### config.mk
export PLATFORM = sky130hd
export DESIGN_NAME = output_tile_buffer
export DESIGN_NICKNAME = d
export VERILOG_FILES = /design/src/rtl/systolic_pkg.sv /design/src/rtl/tile_ram.sv /design/src/rtl/output_tile_buffer.sv
export SDC_FILE = /design/constraint.sdc
export NUM_CORES = 2
export LEC_CHECK = 0
export CAP_MARGIN = 30
export CORE_AREA = 2 2 539 594
export DETAILED_ROUTE_END_ITERATION = 8
export DIE_AREA = 0 0 541 596
export GPL_TIMING_DRIVEN = 0
export PLACE_DENSITY = 0.78
export REMOVE_ABC_BUFFERS = 1
export SETUP_SLACK_MARGIN = 0.05
export SLEW_MARGIN = 10
export SYNTH_ARGS = -nofsm -noshare
export SYNTH_HDL_FRONTEND = slang
export SYNTH_SLANG_ARGS = --single-unit
export TNS_END_PERCENT = 10
### constraint.sdc
create_clock -name clk -period 113.5 [get_ports clk]
set_input_delay 17.025 -clock clk [delete_from_list [all_inputs] [get_ports clk]]
set_output_delay 17.025 -clock clk [all_outputs]
set_load 0.01 [all_outputs]
### src/rtl/systolic_pkg.sv
// rtl/systolic_pkg.sv - shared defaults, drain FSM states and width helpers
package systolic_pkg;

    localparam int DEF_DATA_W = 32;
    localparam int DEF_ROWS   = 4;
    localparam int DEF_COLS   = 4;
    localparam int DEF_TILES  = 8;

    typedef enum logic {
        IDLE   = 1'b0,
        STREAM = 1'b1
    } drain_state_t;

    // Index width for n distinct values, never below one bit
    function automatic int idx_w(input int n);
        return (n <= 2) ? 1 : $clog2(n);
    endfunction

    // Width of a counter that must reach n inclusive
    function automatic int cnt_w(input int n);
        return (n < 1) ? 1 : $clog2(n + 1);
    endfunction

endpackage

### src/rtl/tile_ram.sv
// rtl/tile_ram.sv - flop array of tile slots, whole-tile write, element read
module tile_ram
    import systolic_pkg::*;
#(
    parameter int DATA_W = DEF_DATA_W,
    parameter int NE     = DEF_ROWS * DEF_COLS,
    parameter int TILES  = DEF_TILES,
    localparam int IW    = idx_w(NE),
    localparam int PW    = idx_w(TILES)
) (
    input  logic                 clk,
    input  logic                 we,
    input  logic [PW-1:0]        wr_slot,
    input  logic [NE*DATA_W-1:0] wr_tile,
    input  logic [PW-1:0]        rd_slot,
    input  logic [IW-1:0]        rd_k,
    output logic [DATA_W-1:0]    rd_data
);

    logic [NE*DATA_W-1:0] mem [TILES];

    // Whole tile lands in its slot on one edge; contents are never reset
    always_ff @(posedge clk) begin
        if (we) begin
            mem[wr_slot] <= wr_tile;
        end
    end

    // Combinational single-element read of (slot, k)
    always_comb begin
        rd_data = mem[rd_slot][rd_k*DATA_W +: DATA_W];
    end

endmodule

### src/rtl/output_tile_buffer.sv
// rtl/output_tile_buffer.sv - multi-tile FIFO ring draining one element per handshake
module output_tile_buffer
    import systolic_pkg::*;
#(
    parameter int DATA_W = DEF_DATA_W,
    parameter int ROWS   = DEF_ROWS,
    parameter int COLS   = DEF_COLS,
    parameter int TILES  = DEF_TILES,
    localparam int NE    = ROWS * COLS,
    localparam int IW    = idx_w(NE),
    localparam int CW    = cnt_w(TILES)
) (
    input  logic                 clk,
    input  logic                 rst,
    input  logic                 wr_valid,
    output logic                 wr_ready,
    input  logic [NE*DATA_W-1:0] wr_data,
    input  logic                 col_major,
    output logic                 out_valid,
    input  logic                 out_ready,
    output logic [DATA_W-1:0]    out_data,
    output logic [IW-1:0]        out_idx,
    output logic                 out_last,
    output logic [CW-1:0]        tile_count,
    output logic                 full,
    output logic                 empty,
    output logic                 overflow,
    input  logic                 clr_err
);

    localparam int PW  = idx_w(TILES);
    localparam int RW  = idx_w(ROWS);
    localparam int CLW = idx_w(COLS);

    drain_state_t      state, state_nxt;
    logic [PW-1:0]     wr_ptr, rd_ptr;
    logic [CW-1:0]     count;
    logic              ord;
    logic [IW-1:0]     seq_i, seq_nxt;
    logic [RW-1:0]     row, row_nxt;
    logic [CLW-1:0]    col, col_nxt;
    logic [IW-1:0]     k_nxt;
    logic [DATA_W-1:0] rd_data;
    logic              wr_fire, load_first, advance, release_tile;

    assign full       = (count == CW'(TILES));
    assign empty      = (count == '0);
    assign wr_ready   = !full;
    assign tile_count = count;
    assign wr_fire    = wr_valid && !full;

    tile_ram #(
        .DATA_W (DATA_W),
        .NE     (NE),
        .TILES  (TILES)
    ) u_tile_ram (
        .clk     (clk),
        .we      (wr_fire),
        .wr_slot (wr_ptr),
        .wr_tile (wr_data),
        .rd_slot (rd_ptr),
        .rd_k    (k_nxt),
        .rd_data (rd_data)
    );

    // Drain FSM state register
    always_ff @(posedge clk) begin
        if (rst) begin
            state <= IDLE;
        end else begin
            state <= state_nxt;
        end
    end

    // Next state: start a tile when one is held, return to IDLE after its last element
    always_comb begin
        state_nxt = state;
        case (state)
            IDLE:    if (!empty) state_nxt = STREAM;
            STREAM:  if (out_ready && out_last) state_nxt = IDLE;
            default: state_nxt = IDLE;
        endcase
    end

    // FSM outputs: valid flag and the load/advance/release strobes
    always_comb begin
        out_valid    = (state == STREAM);
        load_first   = (state == IDLE) && !empty;
        advance      = (state == STREAM) && out_ready && !out_last;
        release_tile = (state == STREAM) && out_ready && out_last;
    end

    // Next (row, col) in the latched drain order; a fresh tile restarts at (0, 0)
    always_comb begin
        row_nxt = row;
        col_nxt = col;
        if (ord) begin
            if (row == RW'(ROWS - 1)) begin
                row_nxt = '0;
                col_nxt = col + 1'b1;
            end else begin
                row_nxt = row + 1'b1;
            end
        end else begin
            if (col == CLW'(COLS - 1)) begin
                col_nxt = '0;
                row_nxt = row + 1'b1;
            end else begin
                col_nxt = col + 1'b1;
            end
        end
        if (load_first) begin
            row_nxt = '0;
            col_nxt = '0;
        end
        seq_nxt = load_first ? '0 : seq_i + 1'b1;
        k_nxt   = IW'(int'(row_nxt) * COLS + int'(col_nxt));
    end

    // Output element register; held while the consumer stalls
    always_ff @(posedge clk) begin
        if (rst) begin
            out_data <= '0;
            out_idx  <= '0;
            out_last <= 1'b0;
            seq_i    <= '0;
            row      <= '0;
            col      <= '0;
            ord      <= 1'b0;
        end else if (load_first || advance) begin
            out_data <= rd_data;
            out_idx  <= k_nxt;
            out_last <= (seq_nxt == IW'(NE - 1));
            seq_i    <= seq_nxt;
            row      <= row_nxt;
            col      <= col_nxt;
            if (load_first) begin
                ord <= col_major;
            end
        end else if (release_tile) begin
            out_last <= 1'b0;
        end
    end

    // Ring pointers and occupancy; a write and a release on one edge cancel out
    always_ff @(posedge clk) begin
        if (rst) begin
            wr_ptr <= '0;
            rd_ptr <= '0;
            count  <= '0;
        end else begin
            if (wr_fire) begin
                wr_ptr <= (wr_ptr == PW'(TILES - 1)) ? '0 : wr_ptr + 1'b1;
            end
            if (release_tile) begin
                rd_ptr <= (rd_ptr == PW'(TILES - 1)) ? '0 : rd_ptr + 1'b1;
            end
            case ({wr_fire, release_tile})
                2'b10:   count <= count + 1'b1;
                2'b01:   count <= count - 1'b1;
                default: count <= count;
            endcase
        end
    end

    // Sticky overflow; a new drop beats a same-cycle clear
    always_ff @(posedge clk) begin
        if (rst) begin
            overflow <= 1'b0;
        end else if (wr_valid && full) begin
            overflow <= 1'b1;
        end else if (clr_err) begin
            overflow <= 1'b0;
        end
    end

endmodule
==> impl_metrics.toml <==
[logic_synthesis]
synth-edff-count = 4096
yosysTopAreaCell = "sky130_fd_sc_hd__edfxtp_1"
yosysTopAreaCellShare_pct = 78.1
synth.avg_cell_area_um2 = 25.2
ys_seq_elements = 4153
ys_dominant_reg_cell = "sky130_fd_sc_hd__edfxtp_1"
netlist_instances = 6257
ys_async_sr_fraction_pct = 0
netlist-cell-type-count = 52
synth_warn = 0
synth_seq_area_share_pct = 78.9
synth_top_cells_by_area = "sky130_fd_sc_hd__edfxtp_1 78%, sky130_fd_sc_hd__mux4_2 18%, sky130_fd_sc_hd__dfxtp_1 0.72%"
netlist_area_mm2 = 0.157

[route]
initialDrtViolationCount = 8147
vias = 74300
first_pass_iters = 7
routed_via_density = 6.15
drt_drc_violations_left = 0
wl_per_cell_um = 31.1
routed_wl_um = 376000
antenna_left = 0

[global_routing]
grt_use_total_pct = 23.1
largest_net_degree_at_the_start_of_global_routing = 58
total_gr_overflow = 0
number_of_antenna_violations_at_the_first_check_in_global_routing = 124
first_global_vias = 78000
grt_first_pass_wirelength_um = 543000

[clocking]
worst_setup_hold_path_clk_slew_ns = 0.06
h-tree-depth = 5
postCtsResizedCells = 0
postCtsSetupBuffers = 0
clkLatencyLatePin_ns = 0.96
ctsLongestPathBuffers = 4
clk_root_buffer_cell = "sky130_fd_sc_hd__clkbuf_16"
cts_tree = "built"
hold_buffers = 0
sink_count_of_the_clock_tree = 4153
cts_buf_count = 396

[floorplan]
placement_rows = 217
die_width_um = 541
core_mm2 = 0.317
die_height_um = 596
design.portCount = 564
initial_utilization_pct = 49.7
die_area_mm2 = 0.322

[sta]
report.final.hold_viol_count = 0
finalWorstPathRequiredPeriod_ns = 21.36
worstMarginPinSlew_ns = 0.992
highest_clock_frequency_the_design_can_meet_mhz = 46.8
final-max-slew-violation-count = 0
clock-skew-final_ns = 0.0648
rsz0062_at_grt = "no"
final_cycle_share_pct = 18.8
slew_headroom_pct = 33.5
finalSetupViolCount = 0

[setup_path]
critical-path-slowest-cell = "sky130_fd_sc_hd__nor3_2"
critical_path_peak_fanout = 10
crit_path_end_kind = "flop"
critical_path_arrival_ns = 21.98
cpLargestDelayFamily = "buffers and inverters"
worstPathBufferInverterCount = 16
cp_dominant_cell_by_count = "sky130_fd_sc_hd__buf_4"
critical-path-max-stage-delay_ns = 0.84
critical_path_required_ns = 114.12
timing.critical_path.cells = "clkdlybuf4s50_1, nand2_1, nor3_2, buf_4, buf_4, buf_6, buf_4, buf_4, buf_4, buf_6, buf_4, buf_4, buf_4, buf_6, buf_6, buf_6, buf_6, buf_6"
timing_worst_setup_path_type = "primary input to flop"
critical_path.startpoint_type = "primary input"

[placement]
port_buffers = 563
hpwl_um = 242000
routabilityCongestion = 0.707
dpl-instance-area_mm2 = 0.175

[layout]
area_delta_synth_final_pct = 19.4
nNetsFinal = 8006
layout.cells.most_common = "sky130_fd_sc_hd__edfxtp_1"
layout_cells_sized_above_1_pct = 31.6
design_area_mm2 = 0.188
mostFrequentLayoutCells = "4096 x sky130_fd_sc_hd__edfxtp_1, 1258 x sky130_fd_sc_hd__mux4_2, 562 x sky130_fd_sc_hd__clkdlybuf4s50_1, 397 x sky130_fd_sc_hd__clkbuf_16, 271 x sky130_fd_sc_hd__buf_4"

[power_and_ir_drop]
power.density_cell_area_mw_per_mm2 = 17.3
vdd.ir_drop.worst_mv = 0.0225
post-layout-total-power_mw = 3.25
power.leakage_nw = 58.7

[outcome]
status = "completed"

[job]
timing.max_cap.violations = 0

[min_path]
holdCritPathClass = "flop to flop"
metrics by stage:
step | worst slack, ns | hold slack [ns] | utilization, % | TNS [ns] | std cells
global route | 92.02 | 0.488 | 59.4 | 0 | 12000
floorplan | 45.58 | 0.443 | - | 0 | 5927
detailed placement | 91.22 | 0.459 | 55.2 | 0 | 11200
finish | 92.14 | 0.471 | 59.4 | 0 | 12100
global placement | -8.63 | 0.451 | 52.7 | -4314.77 | 10700
CTS | 92.21 | 0.473 | 59.3 | 0 | 12000
synth_stat cells (all sizes together), types with 2 or more instances:
cell type     n
clkbuf      161
a311oi        5
nor3         14
and3          4
o221a         2
or3           3
a22o         23
nor2b         3
nand2       115
o22ai        24
a311o         3
xor2          6
a211oi       10
a22oi         4
nand4        10
mux4       1258
xnor2         2
or2           4
a221oi        2
ha            9
a31oi         2
o211ai        3
mux2i       100
a21oi        48
nor2         39
edfxtp     4096
nand3        17
nand2b        5
and2          2
mux2          2
buf         169
a2111o       24
nor4          4
o2111ai       4
a211o         2
dfxtp        57
inv           4
o21ai        10
layer usage:
layer / global-route usage (%) / vias up / wire length (um)
li1: - / 30000 / -
met4: 8.62 / 108 / 13500
met2: 39.5 / 3567 / 196000
met5: 0 / - / 721
met3: 5.79 / 807 / 33200
met1: 28.5 / 39800 / 133000
kinds of logic after synthesis:
| kind of cell | after synthesis | synth area share, % |
|---|---|---|
| flip-flops | 4153 | 78.9 |
| AO/OA/AOI/OAI | 170 | 0.796 |
| adder cells (fa/ha/maj) | 9 | 0.0715 |
| AND/OR/NAND/NOR | 223 | 0.633 |
| buffers and inverters | 334 | 0.955 |
| multiplexers | 1360 | 18.6 |
| XOR/XNOR | 8 | 0.0445 |
path summary, 6_finish.rpt:
path	start	to	slack (ns)	depth (start not counted)
worst max-delay path	wr_valid	u_tile_ram.mem[2][310]$_DFFE_PP_	92.14	18
worst min-delay path	out_data[8]$_SDFFE_PP0P_	out_data[8]$_SDFFE_PP0P_	0.47	1
worst max register to register	flop	out_data[10]$_SDFFE_PP0P_	107.53	16
worst min register to register	out_data[8]$_SDFFE_PP0P_	out_data[8]$_SDFFE_PP0P_	0.47	1
state kept, by name (all words and copies together) (netlist names), named ones only:
signal	count
out_data	32
ord	1
out_last	1
u_tile_ram.mem	4096
tile_count	4
seq_i	4
out_idx	4
overflow	1
out_valid	1
rd_ptr	3
wr_ptr	3
report_power, final:
group | leakage [nW] | internal [mW] | switching [mW]
Combinational | 14.6 | 0.0859 | 0.103
Sequential | 37.7 | 1.72 | 0.00983
Clock | 6.40 | 0.756 | 0.572
area by class of cell:
type | count | area, um^2
tap | 4161 | 5210
multi-input combinational | 1770 | 31900
fill | 20800 | 129000
clock inverter | 250 | 2700
timing repair buffer | 1154 | 13300
sequential | 4153 | 124000
clock buffer | 491 | 10400
antenna | 95 | 238
inverter | 4 | 15.0
(Power assumes the default switching activity.)
